### config.mk
export PLATFORM = sky130hd
export DESIGN_NAME = mem2p_arbiter_flat
export DESIGN_NICKNAME = d
export VERILOG_FILES = /design/src/rtl/mem2p_arbiter_if.sv /design/src/rtl/mem2p_arbiter.sv /design/src/flat_wrapper.sv
export SDC_FILE = /design/constraint.sdc
export NUM_CORES = 1
export LEC_CHECK = 0
export CORE_ASPECT_RATIO = 0.6
export CORE_MARGIN = 2
export CORE_UTILIZATION = 30
export DETAILED_ROUTE_END_ITERATION = 10
export GPL_TIMING_DRIVEN = 0
export HOLD_SLACK_MARGIN = 0.12
export PLACE_DENSITY = 0.57
export RECOVER_POWER = 50
export SYNTH_ARGS = -nofsm -noshare
export SYNTH_HDL_FRONTEND = slang
export SYNTH_SLANG_ARGS = --single-unit
### constraint.sdc
create_clock -name clk -period 8.3 [get_ports clk]
set_input_delay 1.245 -clock clk [delete_from_list [all_inputs] [get_ports clk]]
set_output_delay 1.245 -clock clk [all_outputs]
set_load 0.02 [all_outputs]
### src/rtl/mem2p_arbiter_if.sv
// Client-side request/response bundle for mem2p_arbiter: write port, read
// port and the read-response stream with valid/ready backpressure.
interface mem2p_arbiter_if #(
    parameter int G_DATAWIDTH = 32,
    parameter int G_ADDRWIDTH = 10,
    parameter int G_WEWIDTH   = 4
);
    logic                   wr_valid;
    logic                   wr_ready;
    logic [G_ADDRWIDTH-1:0] waddr;
    logic [G_DATAWIDTH-1:0] wdata;
    logic [G_WEWIDTH-1:0]   wstrb;
    logic                   rd_valid;
    logic                   rd_ready;
    logic [G_ADDRWIDTH-1:0] raddr;
    logic [G_DATAWIDTH-1:0] rdata;
    logic                   rvalid;
    logic                   rready;

    modport master (
        output wr_valid, waddr, wdata, wstrb, rd_valid, raddr, rready,
        input  wr_ready, rd_ready, rdata, rvalid
    );

    modport slave (
        input  wr_valid, waddr, wdata, wstrb, rd_valid, raddr, rready,
        output wr_ready, rd_ready, rdata, rvalid
    );
endinterface

### src/rtl/mem2p_arbiter.sv
// Shares the write and read ports of a two-port block RAM between two clients,
// with independent round-robin arbitration and per-client 2-entry response FIFOs.
module mem2p_arbiter #(
    parameter int G_DATAWIDTH = 32,
    parameter int G_MEMDEPTH  = 1024,
    parameter int G_ADDRWIDTH = $clog2(G_MEMDEPTH),
    parameter int G_WEWIDTH   = ((G_DATAWIDTH - 1) / 8) + 1
) (
    input  logic                   clk,
    input  logic                   rst,
    mem2p_arbiter_if.slave         rq0,
    mem2p_arbiter_if.slave         rq1,
    output logic                   mem_wr,
    output logic [G_ADDRWIDTH-1:0] mem_waddr,
    output logic [G_DATAWIDTH-1:0] mem_wdata,
    output logic [G_WEWIDTH-1:0]   mem_wstrb,
    output logic                   mem_rd,
    output logic [G_ADDRWIDTH-1:0] mem_raddr,
    input  logic [G_DATAWIDTH-1:0] mem_rdata
);

    logic [1:0] wr_req, rd_req, wr_gnt, rd_gnt, rd_pop, fifo_push;
    logic       wptr, rptr;
    logic       tag_valid, tag_id;
    logic [1:0] credit [2];

    logic [1:0]             head_valid, tail_valid;
    logic [G_DATAWIDTH-1:0] head_data [2];
    logic [G_DATAWIDTH-1:0] tail_data [2];

    // On a tie the client that was not granted last wins; otherwise the lone requester.
    function automatic logic [1:0] rr_pick(input logic [1:0] req, input logic last);
        rr_pick = req;
        if (req == 2'b11) rr_pick = last ? 2'b01 : 2'b10;
    endfunction

    assign wr_req = {rq1.wr_valid, rq0.wr_valid};
    assign rd_pop = {rq1.rready & head_valid[1], rq0.rready & head_valid[0]};

    // A pop in the same cycle frees a credit, so a full client stays at full rate.
    assign rd_req[0] = rq0.rd_valid && ((credit[0] < 2'd2) || rd_pop[0]);
    assign rd_req[1] = rq1.rd_valid && ((credit[1] < 2'd2) || rd_pop[1]);

    // NOTE: every always_comb output gets a default first, so no path can infer a latch.
    always_comb begin
        wr_gnt = 2'b00;
        rd_gnt = 2'b00;
        if (!rst) begin
            wr_gnt = rr_pick(wr_req, wptr);
            rd_gnt = rr_pick(rd_req, rptr);
        end
    end

    assign mem_wr    = |wr_gnt;
    assign mem_waddr = wr_gnt[1] ? rq1.waddr : rq0.waddr;
    assign mem_wdata = wr_gnt[1] ? rq1.wdata : rq0.wdata;
    assign mem_wstrb = wr_gnt[1] ? rq1.wstrb : rq0.wstrb;
    assign mem_rd    = |rd_gnt;
    assign mem_raddr = rd_gnt[1] ? rq1.raddr : rq0.raddr;

    assign rq0.wr_ready = wr_gnt[0];
    assign rq1.wr_ready = wr_gnt[1];
    assign rq0.rd_ready = rd_gnt[0];
    assign rq1.rd_ready = rd_gnt[1];
    assign rq0.rvalid   = head_valid[0];
    assign rq1.rvalid   = head_valid[1];
    assign rq0.rdata    = head_data[0];
    assign rq1.rdata    = head_data[1];

    assign fifo_push[0] = tag_valid && !tag_id;
    assign fifo_push[1] = tag_valid &&  tag_id;

    // NOTE: sequential state is updated with <= only, so every flop samples pre-edge values.
    always_ff @(posedge clk) begin
        if (rst) begin
            wptr      <= 1'b1;
            rptr      <= 1'b1;
            tag_valid <= 1'b0;
            tag_id    <= 1'b0;
            credit[0] <= 2'd0;
            credit[1] <= 2'd0;
        end else begin
            if (|wr_gnt) wptr <= wr_gnt[1];
            if (|rd_gnt) rptr <= rd_gnt[1];
            tag_valid <= |rd_gnt;
            tag_id    <= rd_gnt[1];
            for (int n = 0; n < 2; n++) begin
                credit[n] <= credit[n] + {1'b0, rd_gnt[n]} - {1'b0, rd_pop[n]};
            end
        end
    end

    // NOTE: tail_data is storage qualified by tail_valid, so it is deliberately left out of reset.
    always_ff @(posedge clk) begin
        if (rst) begin
            head_valid   <= 2'b00;
            tail_valid   <= 2'b00;
            head_data[0] <= '0;
            head_data[1] <= '0;
        end else begin
            for (int n = 0; n < 2; n++) begin
                case ({fifo_push[n], rd_pop[n]})
                    2'b10: begin
                        if (!head_valid[n]) begin
                            head_data[n]  <= mem_rdata;
                            head_valid[n] <= 1'b1;
                        end else begin
                            tail_data[n]  <= mem_rdata;
                            tail_valid[n] <= 1'b1;
                        end
                    end
                    2'b01: begin
                        head_data[n]  <= tail_data[n];
                        head_valid[n] <= tail_valid[n];
                        tail_valid[n] <= 1'b0;
                    end
                    2'b11: begin
                        if (tail_valid[n]) begin
                            head_data[n] <= tail_data[n];
                            tail_data[n] <= mem_rdata;
                        end else begin
                            head_data[n] <= mem_rdata;
                        end
                    end
                    default: ;
                endcase
            end
        end
    end

endmodule
### src/flat_wrapper.sv
// flat-port wrapper written by rule: the top's interface ports become plain ports
module mem2p_arbiter_flat 
#(
    parameter int G_DATAWIDTH = 32,
    parameter int G_MEMDEPTH  = 1024,
    parameter int G_ADDRWIDTH = $clog2(G_MEMDEPTH),
    parameter int G_WEWIDTH   = ((G_DATAWIDTH - 1) / 8) + 1
)
  (clk, rst, mem_wr, mem_waddr, mem_wdata, mem_wstrb, mem_rd, mem_raddr, mem_rdata, rq0_wr_valid, rq0_waddr, rq0_wdata, rq0_wstrb, rq0_rd_valid, rq0_raddr, rq0_rready, rq0_wr_ready, rq0_rd_ready, rq0_rdata, rq0_rvalid, rq1_wr_valid, rq1_waddr, rq1_wdata, rq1_wstrb, rq1_rd_valid, rq1_raddr, rq1_rready, rq1_wr_ready, rq1_rd_ready, rq1_rdata, rq1_rvalid);
  mem2p_arbiter_if #(.G_DATAWIDTH(G_DATAWIDTH), .G_ADDRWIDTH(G_ADDRWIDTH), .G_WEWIDTH(G_WEWIDTH)) rq0_i ();
  mem2p_arbiter_if #(.G_DATAWIDTH(G_DATAWIDTH), .G_ADDRWIDTH(G_ADDRWIDTH), .G_WEWIDTH(G_WEWIDTH)) rq1_i ();
  input  logic clk;
  input  logic rst;
  output logic mem_wr;
  output logic [G_ADDRWIDTH-1:0] mem_waddr;
  output logic [G_DATAWIDTH-1:0] mem_wdata;
  output logic [G_WEWIDTH-1:0] mem_wstrb;
  output logic mem_rd;
  output logic [G_ADDRWIDTH-1:0] mem_raddr;
  input  logic [G_DATAWIDTH-1:0] mem_rdata;
  input wire logic [$bits(rq0_i.wr_valid)-1:0] rq0_wr_valid;
  input wire logic [$bits(rq0_i.waddr)-1:0] rq0_waddr;
  input wire logic [$bits(rq0_i.wdata)-1:0] rq0_wdata;
  input wire logic [$bits(rq0_i.wstrb)-1:0] rq0_wstrb;
  input wire logic [$bits(rq0_i.rd_valid)-1:0] rq0_rd_valid;
  input wire logic [$bits(rq0_i.raddr)-1:0] rq0_raddr;
  input wire logic [$bits(rq0_i.rready)-1:0] rq0_rready;
  output wire logic [$bits(rq0_i.wr_ready)-1:0] rq0_wr_ready;
  output wire logic [$bits(rq0_i.rd_ready)-1:0] rq0_rd_ready;
  output wire logic [$bits(rq0_i.rdata)-1:0] rq0_rdata;
  output wire logic [$bits(rq0_i.rvalid)-1:0] rq0_rvalid;
  input wire logic [$bits(rq1_i.wr_valid)-1:0] rq1_wr_valid;
  input wire logic [$bits(rq1_i.waddr)-1:0] rq1_waddr;
  input wire logic [$bits(rq1_i.wdata)-1:0] rq1_wdata;
  input wire logic [$bits(rq1_i.wstrb)-1:0] rq1_wstrb;
  input wire logic [$bits(rq1_i.rd_valid)-1:0] rq1_rd_valid;
  input wire logic [$bits(rq1_i.raddr)-1:0] rq1_raddr;
  input wire logic [$bits(rq1_i.rready)-1:0] rq1_rready;
  output wire logic [$bits(rq1_i.wr_ready)-1:0] rq1_wr_ready;
  output wire logic [$bits(rq1_i.rd_ready)-1:0] rq1_rd_ready;
  output wire logic [$bits(rq1_i.rdata)-1:0] rq1_rdata;
  output wire logic [$bits(rq1_i.rvalid)-1:0] rq1_rvalid;
  assign rq0_i.wr_valid = rq0_wr_valid;
  assign rq0_i.waddr = rq0_waddr;
  assign rq0_i.wdata = rq0_wdata;
  assign rq0_i.wstrb = rq0_wstrb;
  assign rq0_i.rd_valid = rq0_rd_valid;
  assign rq0_i.raddr = rq0_raddr;
  assign rq0_i.rready = rq0_rready;
  assign rq0_wr_ready = rq0_i.wr_ready;
  assign rq0_rd_ready = rq0_i.rd_ready;
  assign rq0_rdata = rq0_i.rdata;
  assign rq0_rvalid = rq0_i.rvalid;
  assign rq1_i.wr_valid = rq1_wr_valid;
  assign rq1_i.waddr = rq1_waddr;
  assign rq1_i.wdata = rq1_wdata;
  assign rq1_i.wstrb = rq1_wstrb;
  assign rq1_i.rd_valid = rq1_rd_valid;
  assign rq1_i.raddr = rq1_raddr;
  assign rq1_i.rready = rq1_rready;
  assign rq1_wr_ready = rq1_i.wr_ready;
  assign rq1_rd_ready = rq1_i.rd_ready;
  assign rq1_rdata = rq1_i.rdata;
  assign rq1_rvalid = rq1_i.rvalid;
  mem2p_arbiter #(.G_DATAWIDTH(G_DATAWIDTH), .G_MEMDEPTH(G_MEMDEPTH), .G_ADDRWIDTH(G_ADDRWIDTH), .G_WEWIDTH(G_WEWIDTH)) u_core (.clk(clk), .rst(rst), .rq0(rq0_i), .rq1(rq1_i), .mem_wr(mem_wr), .mem_waddr(mem_waddr), .mem_wdata(mem_wdata), .mem_wstrb(mem_wstrb), .mem_rd(mem_rd), .mem_raddr(mem_raddr), .mem_rdata(mem_rdata));
endmodule
== Word level (Yosys, flattened, before mapping) ==
Memories as Yosys holds them, arrays and structs flattened.
Index checks and enable logic that the tools add are counted.

* Memory bits (writable): 132
* Output and inout bits: 128
* Memories kept: 3
* Memory bits (read-only): 0
* Latch bits: 0
* Register bits: 8
* Logic and storage cells: 127

{| class="wikitable"
|+ Memories
! memory !! depth !! bits a word !! read ports !! clocked after Yosys merged registers in !! write ports !! line !! RTL
|-
| u_core.head_data || 2 || 32 || 2 || 0 || 2 || mem2p_arbiter.sv:28 || <nowiki>logic [G_DATAWIDTH-1:0] head_data [2];</nowiki>
|-
| u_core.tail_data || 2 || 32 || 2 || 0 || 1 || mem2p_arbiter.sv:29 || <nowiki>logic [G_DATAWIDTH-1:0] tail_data [2];</nowiki>
|-
| u_core.credit || 2 || 2 || 2 || 0 || 2 || mem2p_arbiter.sv:25 || <nowiki>logic [1:0] credit [2];</nowiki>
|}

* Bitwise operators: 14
* Multiplexer cells: 72
* Add/sub/neg operators: 4
* $mul: 0
* $lt $le $gt $ge: 2
* Shift operators: 0
* Reduce and logical (&&, ||, !) cells: 14
* Equality and inequality tests: 10
* Div/mod/pow operators: 0

{| class="wikitable"
|+ Operators by type and width
! operator !! count
|-
| $mux W32 || 12
|-
| $mux W1 || 45
|-
| $reduce_or A32 Y1 || 1
|-
| $mux W10 || 2
|-
| $mux W2 || 8
|-
| $eq A2 B2 Y1 const B || 6
|-
| $or A1 B1 Y1 || 12
|-
| $pmux W1 S2 || 4
|-
| $add A2 B1 Y2 || 2
|-
| $eq A2 B1 Y1 const B || 2
|-
| $logic_and A1 B1 Y1 || 4
|-
| $lt A2 B2 Y1 const B || 2
|-
| $mux W4 || 1
|-
| $ne A2 B1 Y1 const B || 2
|-
| $reduce_and A2 Y1 || 2
|-
| $reduce_bool A2 Y1 || 2
|-
| $reduce_or A2 Y1 || 2
|-
| $sub A2 B1 Y2 || 2
|-
| $and A1 B1 Y1 || 2
|-
| $logic_or A1 B1 Y1 || 2
|-
| $logic_not A1 Y1 || 1
|}

== Longest topological paths before layout ==
Gate-level depths: netlist of the first run.

* Depth in word-level cells: 10
* Depth in mapped cells: 9
* Depth with buffers taken out: 9

== Worst setup path after synthesis of the first run ==
No wires, ideal clock.

* Path kind: input to register
* Start point: input port rst
* End point: memory u_core.tail_data[0][0] (enable)
* Data arrival time: 3.859 ns
* Slack: 3.979 ns
* Required time: 7.839 ns
* Path buffers: 2
* Stages on the path: 3
* Cells stage by stage: buf_2 -> buf_1 -> nor3_1

* Longest elaborated chain between the ends: 5
* Elaborated cells between the ends (all ways): 13
* Classes of those cells: mux (10); bitwise (2); reduce/logical (1)

{| class="wikitable"
|+ RTL lines
! item !! line !! RTL
|-
| start: declaration || flat_wrapper.sv:13 || <nowiki>input logic rst;</nowiki>
|-
| $mux W1 || mem2p_arbiter.sv:95 || <nowiki>if (rst) begin</nowiki>
|-
| $mux W1 (on tied branches) || mem2p_arbiter.sv:108, mem2p_arbiter.sv:120 ||
|-
| $or A1 B1 Y1 (no source line) || -- ||
|-
| $reduce_or A32 Y1 (no source line) || -- ||
|-
| $mux W1 (no source line) || -- ||
|-
| end: declaration || mem2p_arbiter.sv:29 ||
|}

Several ways; a longest one is shown, not always the timed one.

== Final worst setup path of the first run ==
* Start point: input port rq1_rready
* End point: output port mem_raddr[2]

* Longest elaborated chain between the ends: 7

{| class="wikitable"
|+ RTL lines
! item !! line !! RTL
|-
| start: declaration || flat_wrapper.sv:38 || <nowiki>input wire logic [$bits(rq1_i.rready)-1:0] rq1_rready;</nowiki>
|-
| $and A1 B1 Y1 (*) || mem2p_arbiter.sv:38 || <nowiki>assign rd_pop = {rq1.rready & head_valid[1], rq0.rready & head_valid[0]};</nowiki>
|-
| $logic_or A1 B1 Y1 (*) || mem2p_arbiter.sv:42 || <nowiki>assign rd_req[1] = rq1.rd_valid && ((credit[1] < 2'd2) || rd_pop[1]);</nowiki>
|-
| $logic_and A1 B1 Y1 (*) || mem2p_arbiter.sv:42 ||
|-
| $eq A2 B2 Y1 || mem2p_arbiter.sv:34 || <nowiki>if (req == 2'b11) rr_pick = last ? 2'b01 : 2'b10;</nowiki>
|-
| $mux W2 (*) || mem2p_arbiter.sv:34 ||
|-
| $mux W2 (*) || mem2p_arbiter.sv:48 || <nowiki>if (!rst) begin</nowiki>
|-
| $mux W10 (*) || mem2p_arbiter.sv:59 || <nowiki>assign mem_raddr = rd_gnt[1] ? rq1.raddr : rq0.raddr;</nowiki>
|-
| end: declaration || flat_wrapper.sv:19 || <nowiki>output logic [G_ADDRWIDTH-1:0] mem_raddr;</nowiki>
|}

Mark *: on every way between the ends. The rest lies on a longest branch, timed or not.

==> parameters.txt, run 1 <==
Parameter                              Value

Timing
  Total negative setup slack    0 ns
  Final critical delay including setup and external delays    5.39 ns
  Final cycle utilization of the critical path    65.0%
  RSZ-0062 raised after global routing    false
  Final Hold Violating Endpoints    0
  Slew of the pin with the lowest slew margin    1.51 ns
  Achievable Freq    185 MHz
  Relative slew slack    -0.745%
  Max Transition Viols Final    23
  Hold WS    0.512 ns
  Setup violations, final    0
  Max Clock Skew    0.00809 ns

Power
  LEAKAGE    0.00374 uW
  Largest voltage drop on the vdd net    0.154 mV
  Total power divided by cell area    210 nW/um^2
  Final total power    2080 uW

Placed design
  Number of port buffers    279
  Post-detailed-placement half-perimeter wirelength    14.0 mm
  Dpl cells    approximately 1,000
  Global placement routability congestion    around 0.82

Finish
  Footprint of the flip-flops and latches    4080 sq um
  Area of the multi-input gates    1870 sq um
  Layout overhead on the synthesized area    61.2%
  Non-Filler Instances    1,015
  Number of filler instances in the final layout    1,730
  Fraction of final layout cells with drive strength greater than 1    ~16%
  Number of nets in the finished design    888

Die
  Row cnt    40
  Core Area    ~20,000 sq um
  Die width    189 microns
  Count of boundary I/O pins    280
  DIE AREA    between 20,000 and 25,000 sq um
  Die outline height    115 microns
  Effective utilization at floorplan    approximately 30%

Detailed routing
  Routed vias    between 4k and 5k
  Met2 Routed Length    9.13 mm
  First-pass detailed-route iteration total    4
  Average vias per placed instance    4.62
  Remaining number of nets flagged by the antenna check after routing    0
  Routed length on met1    8.27 mm
  Routed Wire Length    about 19 mm
  Number of DRC violations after detailed-routing iteration 0    266
  Avg WL per Cell    18.5 microns
  Remaining DRCs    0
  Met3 routed WL    1.32 mm
  Highest metal layer used by the detailed router    met4

CTS
  Clock root buffer master    sky130_fd_sc_hd__clkbuf_16
  Reg clk slew, reported paths    approximately 0.060 ns
  Post CTS Setup Buffer Count    0
  # resized after CTS    0
  Clock sink count    140
  Hold-fix buffers at CTS    0
  Number of CTS-inserted buffers    17
  TritonCTS clock tree    yes
  Clock buffer depth    2
  CTS H-Tree Depth    4
  Clock insertion delay at the later pin of the skew report    between 0.4 and 0.5 ns

Worst setup path
  Cell with the largest stage delay on the worst path    sky130_fd_sc_hd__clkbuf_1
  Crit path arrival time    4.15 ns
  Slowest Stage Delay on Critical Path    roughly 0.67 ns
  Largest fanout of any net on the critical path    11
  Kind of end point of the critical path    output pin
  Critical path cell sequence    dlygate4sd3_1 -> nand2_1 -> inv_1 -> o21ai_2 -> a311oi_1 -> clkbuf_1 -> mux2_4 -> clkdlybuf4s50_1
  Crit path required time    7.05 ns
  Startpoint Class    input port
  Crit Path Category    in -> out

GRT
  Number of antenna violations at the first check in global routing    1
  Wire length of the first global-routing pass    28.3 mm
  GR Overflow Total    0
  Overall routing resource usage    17.4%
  Vias in the first global route    4,967
  Pin count of the biggest net entering global routing    33

Yosys
  Cell area after synthesis    6150 sq um
  Area leader, netlist    sky130_fd_sc_hd__edfxtp_1
  Share of Yosys cell area claimed by the top area cell type    between 60% and 70%
  Library cells used by synthesis    42
  Sequential cell area fraction in the yosys report    66.4%
  Count of flip-flops with a built-in enable after synthesis    128
  Async set-reset flop share out of synthesis    0%
  Top post-synthesis cells by area    sky130_fd_sc_hd__edfxtp_1 (62%), sky130_fd_sc_hd__mux2_2 (8.8%), sky130_fd_sc_hd__a22o_1 (4.6%)
  Post-Syn Area per Cell    14.5 sq um
  Post-synthesis register bit count    140
  Top_reg_cell synth    sky130_fd_sc_hd__edfxtp_1
  Syn nets    585
  Synthesized netlist cell count    between 400 and 500
  Number of synthesis warnings    0

Flow run
  Count of max-cap constraint violations    1

Status
  Run status    finished with violations
  Failing checks    capacitance limit, slew limit

Hold path
  Worst min-delay path category    reg -> reg
metal layers:
layer | track usage, % | vias up
met5 | 0 | -
met4 | 3.28 | 0
met3 | 5.86 | 6
met2 | 29.7 | 163
met1 | 21.8 | 2316
li1 | - | 2204
state kept, by name, summed over array words and instances, names as in the netlist:
name and flops:
u_core.credit 4, u_core.head_data 64, u_core.head_valid 2, u_core.rptr 1, u_core.tag_id 1, u_core.tag_valid 1, u_core.tail_data 64, u_core.tail_valid 2
u_core.wptr 1
metrics by stage:
stage	cell area [sq um]	util, %	setup slack (ns)
3_5_place_dp	9390	46.8	3.45
2_1_floorplan	6150	-	3.98
4_1_cts	9980	49.7	3.45
5_1_grt	9910	49.4	2.72
6_report	9920	49.4	2.91
3_3_place_gp	9290	46.3	1.76
synthesized netlist by cell type, types with 2 or more instances:
cell,number
sky130_fd_sc_hd__inv_1,10
sky130_fd_sc_hd__xnor2_1,2
sky130_fd_sc_hd__a22o_1,32
sky130_fd_sc_hd__buf_6,7
sky130_fd_sc_hd__mux2_2,48
sky130_fd_sc_hd__a21o_1,2
sky130_fd_sc_hd__a21oi_1,31
sky130_fd_sc_hd__mux2_4,9
sky130_fd_sc_hd__a21oi_2,5
sky130_fd_sc_hd__nand2b_1,5
sky130_fd_sc_hd__a221oi_1,2
sky130_fd_sc_hd__a311oi_2,2
sky130_fd_sc_hd__a211oi_1,2
sky130_fd_sc_hd__dfxtp_1,12
sky130_fd_sc_hd__nand2_1,69
sky130_fd_sc_hd__clkbuf_1,3
sky130_fd_sc_hd__or3_1,2
sky130_fd_sc_hd__ha_1,8
sky130_fd_sc_hd__nor2b_2,2
sky130_fd_sc_hd__edfxtp_1,128
sky130_fd_sc_hd__nor2b_1,3
sky130_fd_sc_hd__nor2_1,9
sky130_fd_sc_hd__o21ai_0,2
sky130_fd_sc_hd__xor2_1,2
sky130_fd_sc_hd__buf_2,11
worst max-delay path, delay by kind of cell:
kind | cells | cell delay [ns]
compound gates | 2 | 0.57
buf+inv | 4 | 1.91
simple gates | 1 | 0.07
mux | 1 | 0.35
final timing paths:
check             slack (ns)                 start  cells after the start                 endpoint
hold / removal          0.51           u_core.rptr                      1            u_core.tag_id
setup / recovery        2.91            rq1_rready                      8             mem_raddr[2]
setup reg to reg        4.98  u_core.head_valid[1]                      6  u_core.tail_data[1][21]
hold reg to reg         0.51           u_core.rptr                      1            u_core.tag_id
power breakdown:
part | leakage [uW] | switching [uW] | internal [uW] | total [uW]
logic | 0.00211 | 233 | 224 | 457
clock network | 0.000275 | 310 | 450 | 760
registers | 0.00135 | 21.9 | 839 | 861
total | 0.00374 | 565 | 1510 | 2080
cell families (layout without fill, tap and decap cells):
logic type | after synthesis | count (layout) | synth area share, %
flip-flops | 140 | 140 | 66.4
buffers and inverters | 33 | 349 | 3.15
adder cells (fa/ha/maj) | 8 | 8 | 1.63
other | 0 | 1 | 0
multiplexers | 59 | 59 | 11.4
XOR/XNOR | 4 | 4 | 0.569
AND/OR/NAND/NOR | 96 | 96 | 6.73
AO/OA/AOI/OAI | 85 | 85 | 10.2
cell type report:
type,count,area share (%)
Timing Repair Buffer,284,28.7
Sequential cell,140,41.2
Tap cell,273,3.44
Clock inverter,14,1.61
Clock buffer,18,4.33
Buffer,23,1.49
Inverter,10,0.379
Antenna cell,1,0.0252
Multi-Input combinational cell,252,18.9
cell usage in the layout (no fill, tap or decap), types with 7 or more instances in the layout:
cell / n
sky130_fd_sc_hd__clkbuf_16: 17
sky130_fd_sc_hd__edfxtp_1: 128
sky130_fd_sc_hd__buf_2: 10
sky130_fd_sc_hd__clkdlybuf4s50_1: 179
sky130_fd_sc_hd__inv_1: 10
sky130_fd_sc_hd__dfxtp_1: 12
sky130_fd_sc_hd__dlygate4sd3_1: 100
sky130_fd_sc_hd__nand2_1: 69
sky130_fd_sc_hd__buf_6: 7
sky130_fd_sc_hd__a22o_1: 32
sky130_fd_sc_hd__mux2_2: 48
sky130_fd_sc_hd__a21oi_1: 31
sky130_fd_sc_hd__mux2_4: 9
sky130_fd_sc_hd__clkbuf_1: 10
sky130_fd_sc_hd__nor2_1: 9
sky130_fd_sc_hd__ha_1: 8
No activity file was read; power rests on OpenSTA's default activity.
==> inputs of run 2 (changes only) <==
--- a/config.mk
+++ b/config.mk
@@ -11,7 +11,7 @@
 export DETAILED_ROUTE_END_ITERATION = 10
 export GPL_TIMING_DRIVEN = 0
 export HOLD_SLACK_MARGIN = 0.12
-export PLACE_DENSITY = 0.57
+export PLACE_DENSITY = 0.59
 export RECOVER_POWER = 50
 export SYNTH_ARGS = -nofsm -noshare
 export SYNTH_HDL_FRONTEND = slang
==> constraint.sdc (replaced) <==
create_clock -name clk -period 4.9 [get_ports clk]
set_input_delay 0.735 -clock clk [delete_from_list [all_inputs] [get_ports clk]]
set_output_delay 0.735 -clock clk [all_outputs]
set_load 0.02 [all_outputs]
==> parameters.txt, run 2 (synthesized netlist as in run 1, its figures left out) <==
Parameter                              Value

Timing
  Relative slew slack    15.4% (+16 points)
  Max Clock Skew    0.0104 ns (+0.00228 ns)
  Final critical delay including setup and external delays    3.96 ns
  Max Transition Viols Final    0 (-100%)
  Final cycle utilization of the critical path    80.8%
  RSZ-0062 raised after global routing    false
  Total negative setup slack    0 ns (unchanged)
  Setup violations, final    0 (unchanged)
  Final Hold Violating Endpoints    0 (unchanged)
  Achievable Freq    about 250 MHz
  Slew of the pin with the lowest slew margin    1.27 ns (-0.242 ns)

Finish
  Non-Filler Instances    1,014 (-0.099%)
  Fraction of final layout cells with drive strength greater than 1    16.2% (+0.022 points)
  Number of filler instances in the final layout    1,750 (+1.2%)
  Commonest non-fill, non-tap cells in the layout    sky130_fd_sc_hd__clkdlybuf4s50_1 (178), sky130_fd_sc_hd__edfxtp_1 (128), sky130_fd_sc_hd__dlygate4sd3_1 (101)
  Commonest non-fill, non-tap cell in the layout    sky130_fd_sc_hd__clkdlybuf4s50_1
  Largest registers    u_core.head_data (64), u_core.tail_data (64), u_core.credit (4)
  Number of nets in the finished design    888 (unchanged)
  Layout overhead on the synthesized area    61.4%
  Final std cell area, no fill    9930 sq um (+0.16%)

Worst setup path
  Crit Path Category    in -> out
  Crit path required time    4.16 ns (-2.89 ns)
  Slowest Stage Delay on Critical Path    0.61 ns (-0.06 ns)
  Cell with the largest stage delay on the worst path    sky130_fd_sc_hd__dlygate4sd3_1
  Largest fanout of any net on the critical path    11 (unchanged)
  Crit path arrival time    3.23 ns (-0.92 ns)
  Critical path cell sequence    dlygate4sd3_1 -> nand2_2 -> nand2_1 -> a311oi_1 -> buf_6 -> mux2_4 -> clkdlybuf4s50_1
  Buffers & Inverters on Critical Path    3 (-1)
  Kind of end point of the critical path    output pin
  Top Family by Delay on Critical Path    buffers and inverters
  Startpoint Class    input port

Die
  Die width    189 microns (unchanged)
  Count of boundary I/O pins    280 (unchanged)
  Die outline height    115 microns (unchanged)
  Effective utilization at floorplan    30.7% (unchanged)
  Core Area    20,100 sq um (unchanged)
  Row cnt    40 (unchanged)
  DIE AREA    21,700 sq um (unchanged)

Flow run
  Count of max-cap constraint violations    0 (-1)

CTS
  CTS H-Tree Depth    4 (unchanged)
  Clock buffer depth    2 (unchanged)
  Clock insertion delay at the later pin of the skew report    0.41 ns (about the same)
  Clock sink count    140 (unchanged)
  Post CTS Setup Buffer Count    0 (unchanged)
  TritonCTS clock tree    yes
  Hold-fix buffers at CTS    0 (unchanged)
  Reg clk slew, reported paths    0.06 ns (about the same)
  Number of CTS-inserted buffers    17 (unchanged)
  Clock root buffer master    sky130_fd_sc_hd__clkbuf_16
  # resized after CTS    0 (unchanged)

Power
  Total power divided by cell area    360 nW/um^2 (+72%)
  Final total power    3570 uW (+72%)
  Largest voltage drop on the vdd net    0.230 mV (+49%)
  LEAKAGE    0.00376 uW (+0.44%)

Placed design
  Instance area after placement    9390 sq um (about the same)
  Global placement routability congestion    0.894 (+9.4%)
  Number of port buffers    279 (unchanged)
  Dpl cells    982 (unchanged)
  Post-detailed-placement half-perimeter wirelength    14.5 mm (+3.9%)

GRT
  GR Overflow Total    0 (unchanged)
  Number of antenna violations at the first check in global routing    1 (unchanged)
  Wire length of the first global-routing pass    28.3 mm (-0.15%)
  Pin count of the biggest net entering global routing    33 (unchanged)
  Vias in the first global route    4,918 (-0.99%)
  Overall routing resource usage    17.3% (-0.084 points)

Detailed routing
  Average vias per placed instance    4.64 (+0.35%)
  Remaining DRCs    0 (unchanged)
  First-pass detailed-route iteration total    5 (+1)
  Remaining number of nets flagged by the antenna check after routing    0 (unchanged)
  Routed vias    4,701 (+0.26%)
  Routed Wire Length    19.0 mm (+1.1%)
  Number of DRC violations after detailed-routing iteration 0    317 (+19%)
  Avg WL per Cell    18.8 microns (+1.2%)

Status
  Run status    completed

Hold path
  Worst min-delay path category    reg -> reg
run 2: path summary, 6_finish.rpt:
kind         depth (start not counted)                      end  slack, ns                  from
max                                  7             mem_raddr[3]       0.94            rq0_rready
min                                  1            u_core.tag_id       0.52           u_core.rptr
max reg2reg                          6  u_core.tail_data[1][31]       1.54  u_core.head_valid[1]
min reg2reg                          1            u_core.tag_id       0.52           u_core.rptr
run 2: stage by stage:
step | worst slack, ns | utilization [%] | hold slack (ns)
CTS | 1.09 | 49.8 | 0.536
finish | 0.939 | 49.5 | 0.516
floorplan | 1.09 | - | 0.482
global placement | -1.18 | 46.3 | 0.502
global route | 0.715 | 49.5 | 0.533
detailed placement | 1.09 | 46.8 | 0.521
run 2: worst reg2reg max path, delay by kind of cell (launching register included):
family	cells	cell delay [ns]
DFF	1	0.40
adders and majority gates	1	0.29
buffers and inverters	2	1.15
AOI/OAI and AO/OA	1	0.11
and+or+nand+nor	2	1.03
run 2: per-layer routing:
metal	routed length, microns	GRT usage [%]	vias to the layer above	part of all wire [%]
met1	8730	23.4	2311	46
met3	1280	5.07	11	6.8
met2	8900	28.0	178	47
met5	0	0	-	0
li1	-	-	2201	-
met4	110	3.49	0	0.58
run 2: final cells by class:
| class | instances | area [sq um] | share of cell area, % |
|---|---|---|---|
| Multi-Input combinational cell | 252 | 1870 | 18.8 |
| Tap cell | 273 | 342 | 3.44 |
| Buffer | 23 | 155 | 1.56 |
| Sequential cell | 140 | 4080 | 41.1 |
| Clock buffer | 18 | 429 | 4.32 |
| Inverter | 10 | 37.5 | 0.378 |
| Clock inverter | 13 | 180 | 1.81 |
| Antenna cell | 1 | 2.50 | 0.0252 |
| Timing Repair Buffer | 284 | 2840 | 28.5 |
run 2: power breakdown:
group / internal [uW] / switching, uW
combinational: 380 / 398
sequential: 1420 / 33.9
clock: 816 / 527
total: 2620 / 958
==> inputs of run 3 (changes only) <==
==> constraint.sdc (replaced) <==
create_clock -name clk -period 3.4 [get_ports clk]
set_input_delay 0.51 -clock clk [delete_from_list [all_inputs] [get_ports clk]]
set_output_delay 0.51 -clock clk [all_outputs]
set_load 0.02 [all_outputs]
==> parameters.txt, run 3 (synthesized netlist as in run 1, its figures left out) <==
Parameter                              Value

Worst setup path
  Startpoint Class    input port
  R2R Path End    u_core.tail_data[1][29]
  Crit path arrival time    2.77 ns (-0.46 ns)
  Slowest Stage Delay on Critical Path    0.55 ns (-0.06 ns)
  Critical path cell sequence    clkdlybuf4s50_1 -> nand2_2 -> nand2_1 -> a311oi_4 -> buf_6 -> mux2_4 -> clkdlybuf4s50_1
  Crit Path Category    in -> out
  Kind of end point of the critical path    output pin
  Crit path required time    2.89 ns (-1.27 ns)
  Cell with the largest stage delay on the worst path    sky130_fd_sc_hd__clkdlybuf4s50_1
  Crit. Startpoint    rq0_rready
  R2R setup slack    0.63 ns (-0.91 ns)
  Register-to-Register Path Depth    6 (unchanged)
  Launch point of the worst reg-to-reg path    u_core.head_valid[1]
  Largest fanout of any net on the critical path    11 (unchanged)
  Cell repeated most along the worst path    sky130_fd_sc_hd__clkdlybuf4s50_1

Timing
  RSZ-0062 raised after global routing    false
  Final Hold Violating Endpoints    0 (unchanged)
  Hold WS    0.538 ns (+0.0213 ns)
  Final critical delay including setup and external delays    3.28 ns
  Total negative setup slack    0 ns (unchanged)
  Relative slew slack    -6.65% (-22 points)
  Setup violations, final    0 (unchanged)
  Slew of the pin with the lowest slew margin    1.59 ns (+0.325 ns)
  Max Clock Skew    0.0129 ns (+0.00257 ns)
  Final cycle utilization of the critical path    a little over nine tenths
  Max Transition Viols Final    16 (+16)
  Achievable Freq    305 MHz

Detailed routing
  Avg WL per Cell    18.5 microns (-1.1%)
  Average vias per placed instance    4.64 (about the same)
  Routed vias    4,696 (-0.11%)
  Number of DRC violations after detailed-routing iteration 0    267 (-16%)
  First-pass detailed-route iteration total    5 (unchanged)
  Remaining DRCs    0 (unchanged)
  Routed Wire Length    18.8 mm (-1.2%)
  Remaining number of nets flagged by the antenna check after routing    0 (unchanged)

Finish
  Number of nets in the finished design    886 (-0.23%)
  Commonest non-fill, non-tap cells in the layout    sky130_fd_sc_hd__clkdlybuf4s50_1 (179), sky130_fd_sc_hd__edfxtp_1 (128), sky130_fd_sc_hd__dlygate4sd3_1 (98)
  Largest registers    u_core.head_data (64), u_core.tail_data (64), u_core.credit (4)
  Layout overhead on the synthesized area    61.8%
  Commonest non-fill, non-tap cell in the layout    sky130_fd_sc_hd__clkdlybuf4s50_1
  Final std cell area, no fill    9960 sq um (+0.25%)
  Fraction of final layout cells with drive strength greater than 1    16.5% (+0.29 points)
  Number of filler instances in the final layout    1,727 (-1.3%)
  Footprint of the flip-flops and latches    4080 sq um (unchanged)
  Area of the multi-input gates    1890 sq um (+0.94%)

Power
  LEAKAGE    0.00378 uW (+0.47%)
  Largest voltage drop on the vdd net    0.310 mV (+35%)
  Final total power    5080 uW (+42%)
  Total power divided by cell area    510 nW/um^2 (+42%)

Die
  Die width    189 microns (unchanged)
  Core Area    20,100 sq um (unchanged)
  Count of boundary I/O pins    280 (unchanged)
  Effective utilization at floorplan    30.7% (unchanged)
  DIE AREA    21,700 sq um (unchanged)
  Row cnt    40 (unchanged)
  Die outline height    115 microns (unchanged)

GRT
  Number of antenna violations at the first check in global routing    1 (unchanged)
  Wire length of the first global-routing pass    28.2 mm (-0.24%)
  Vias in the first global route    4,933 (+0.31%)
  Overall routing resource usage    17.1% (-0.17 points)
  Pin count of the biggest net entering global routing    33 (unchanged)
  GR Overflow Total    0 (unchanged)

CTS
  Clock sink count    140 (unchanged)
  Number of CTS-inserted buffers    17 (unchanged)
  Clock insertion delay at the later pin of the skew report    0.41 ns (about the same)
  Clock root buffer master    sky130_fd_sc_hd__clkbuf_16
  Reg clk slew, reported paths    0.06 ns (about the same)
  TritonCTS clock tree    yes
  CTS H-Tree Depth    4 (unchanged)
  Post CTS Setup Buffer Count    0 (unchanged)
  Clock buffer depth    2 (unchanged)

Placed design
  Instance area after placement    9390 sq um (unchanged)
  Global placement routability congestion    0.848 (-5.1%)
  Post-detailed-placement half-perimeter wirelength    14.0 mm (-3.5%)
  Number of port buffers    279 (unchanged)

Hold path
  Worst min-delay path category    reg -> reg
  Worst min-delay path startpoint    u_core.tail_data[1][9]
  Hold Path Stages    1 (unchanged)
  Hold Path End    u_core.head_data[1][9]

Status
  Run status    finished with violations
  Failing checks    capacitance limit, slew limit

Flow run
  Count of max-cap constraint violations    1 (+1)
==> run 3: how the worst max path moves through the flow <==
stage,to,cells past startpoint
floorplan,u_core.tail_data[1][0],5
global placement,u_core.tail_data[1][23],4
detailed placement,mem_raddr[7],7
CTS,mem_raddr[7],7
global route,mem_wdata[11],6
finish,mem_raddr[5],7
==> run 3: per-stage QoR <==
stage / setup slack [ns] / utilization (%) / instances
5_1_grt: 0.0218 / 49.6 / 1012
2_1_floorplan: 0.592 / - / 425
3_5_place_dp: 0.0237 / 46.8 / 980
3_3_place_gp: -0.999 / 46.3 / 977
4_1_cts: 0.0198 / 49.7 / 1012
6_report: 0.124 / 49.6 / 1013
==> run 3: report_power, final <==
part           internal (uW)  total (uW)  switching (uW)
clock                   1100        1860             762
combinational            544        1120             572
sequential              2050        2100            54.6
total                   3690        5080            1390
==> run 3: routing by layer <==
metal / GRT usage, % / routed length, microns / vias to the layer above
li1: - / - / 2210
met1: 22.9 / 8530 / 2299
met2: 27.6 / 8750 / 175
met3: 5.28 / 1400 / 12
met4: 3.85 / 105 / 0
met5: 0 / 0 / -
==> run 3: what timing repair did <==
item	in CTS	in global routing
hold buffers	0	0
endpoints found under the setup margin	0	9
gates resized for setup	0	5
==> run 3: final cells by class <==
cell class              count  area share (%)
flip-flops and latches    140            41.0
repair buffers            282            28.7
multi-input cells         252            18.9
clock buffers              18            4.31
well taps                 273            3.43
plain buffers              23            1.62
clock inverters            14            1.60
inverters                  10           0.377
diodes                      1          0.0251
==> run 3: worst max-delay path, delay by kind of cell <==
kind | cells | cell delay, ns
buffers and inverters | 3 | 1.29
muxes | 1 | 0.31
AOI/OAI and AO/OA | 1 | 0.34
and+or+nand+nor | 2 | 0.31
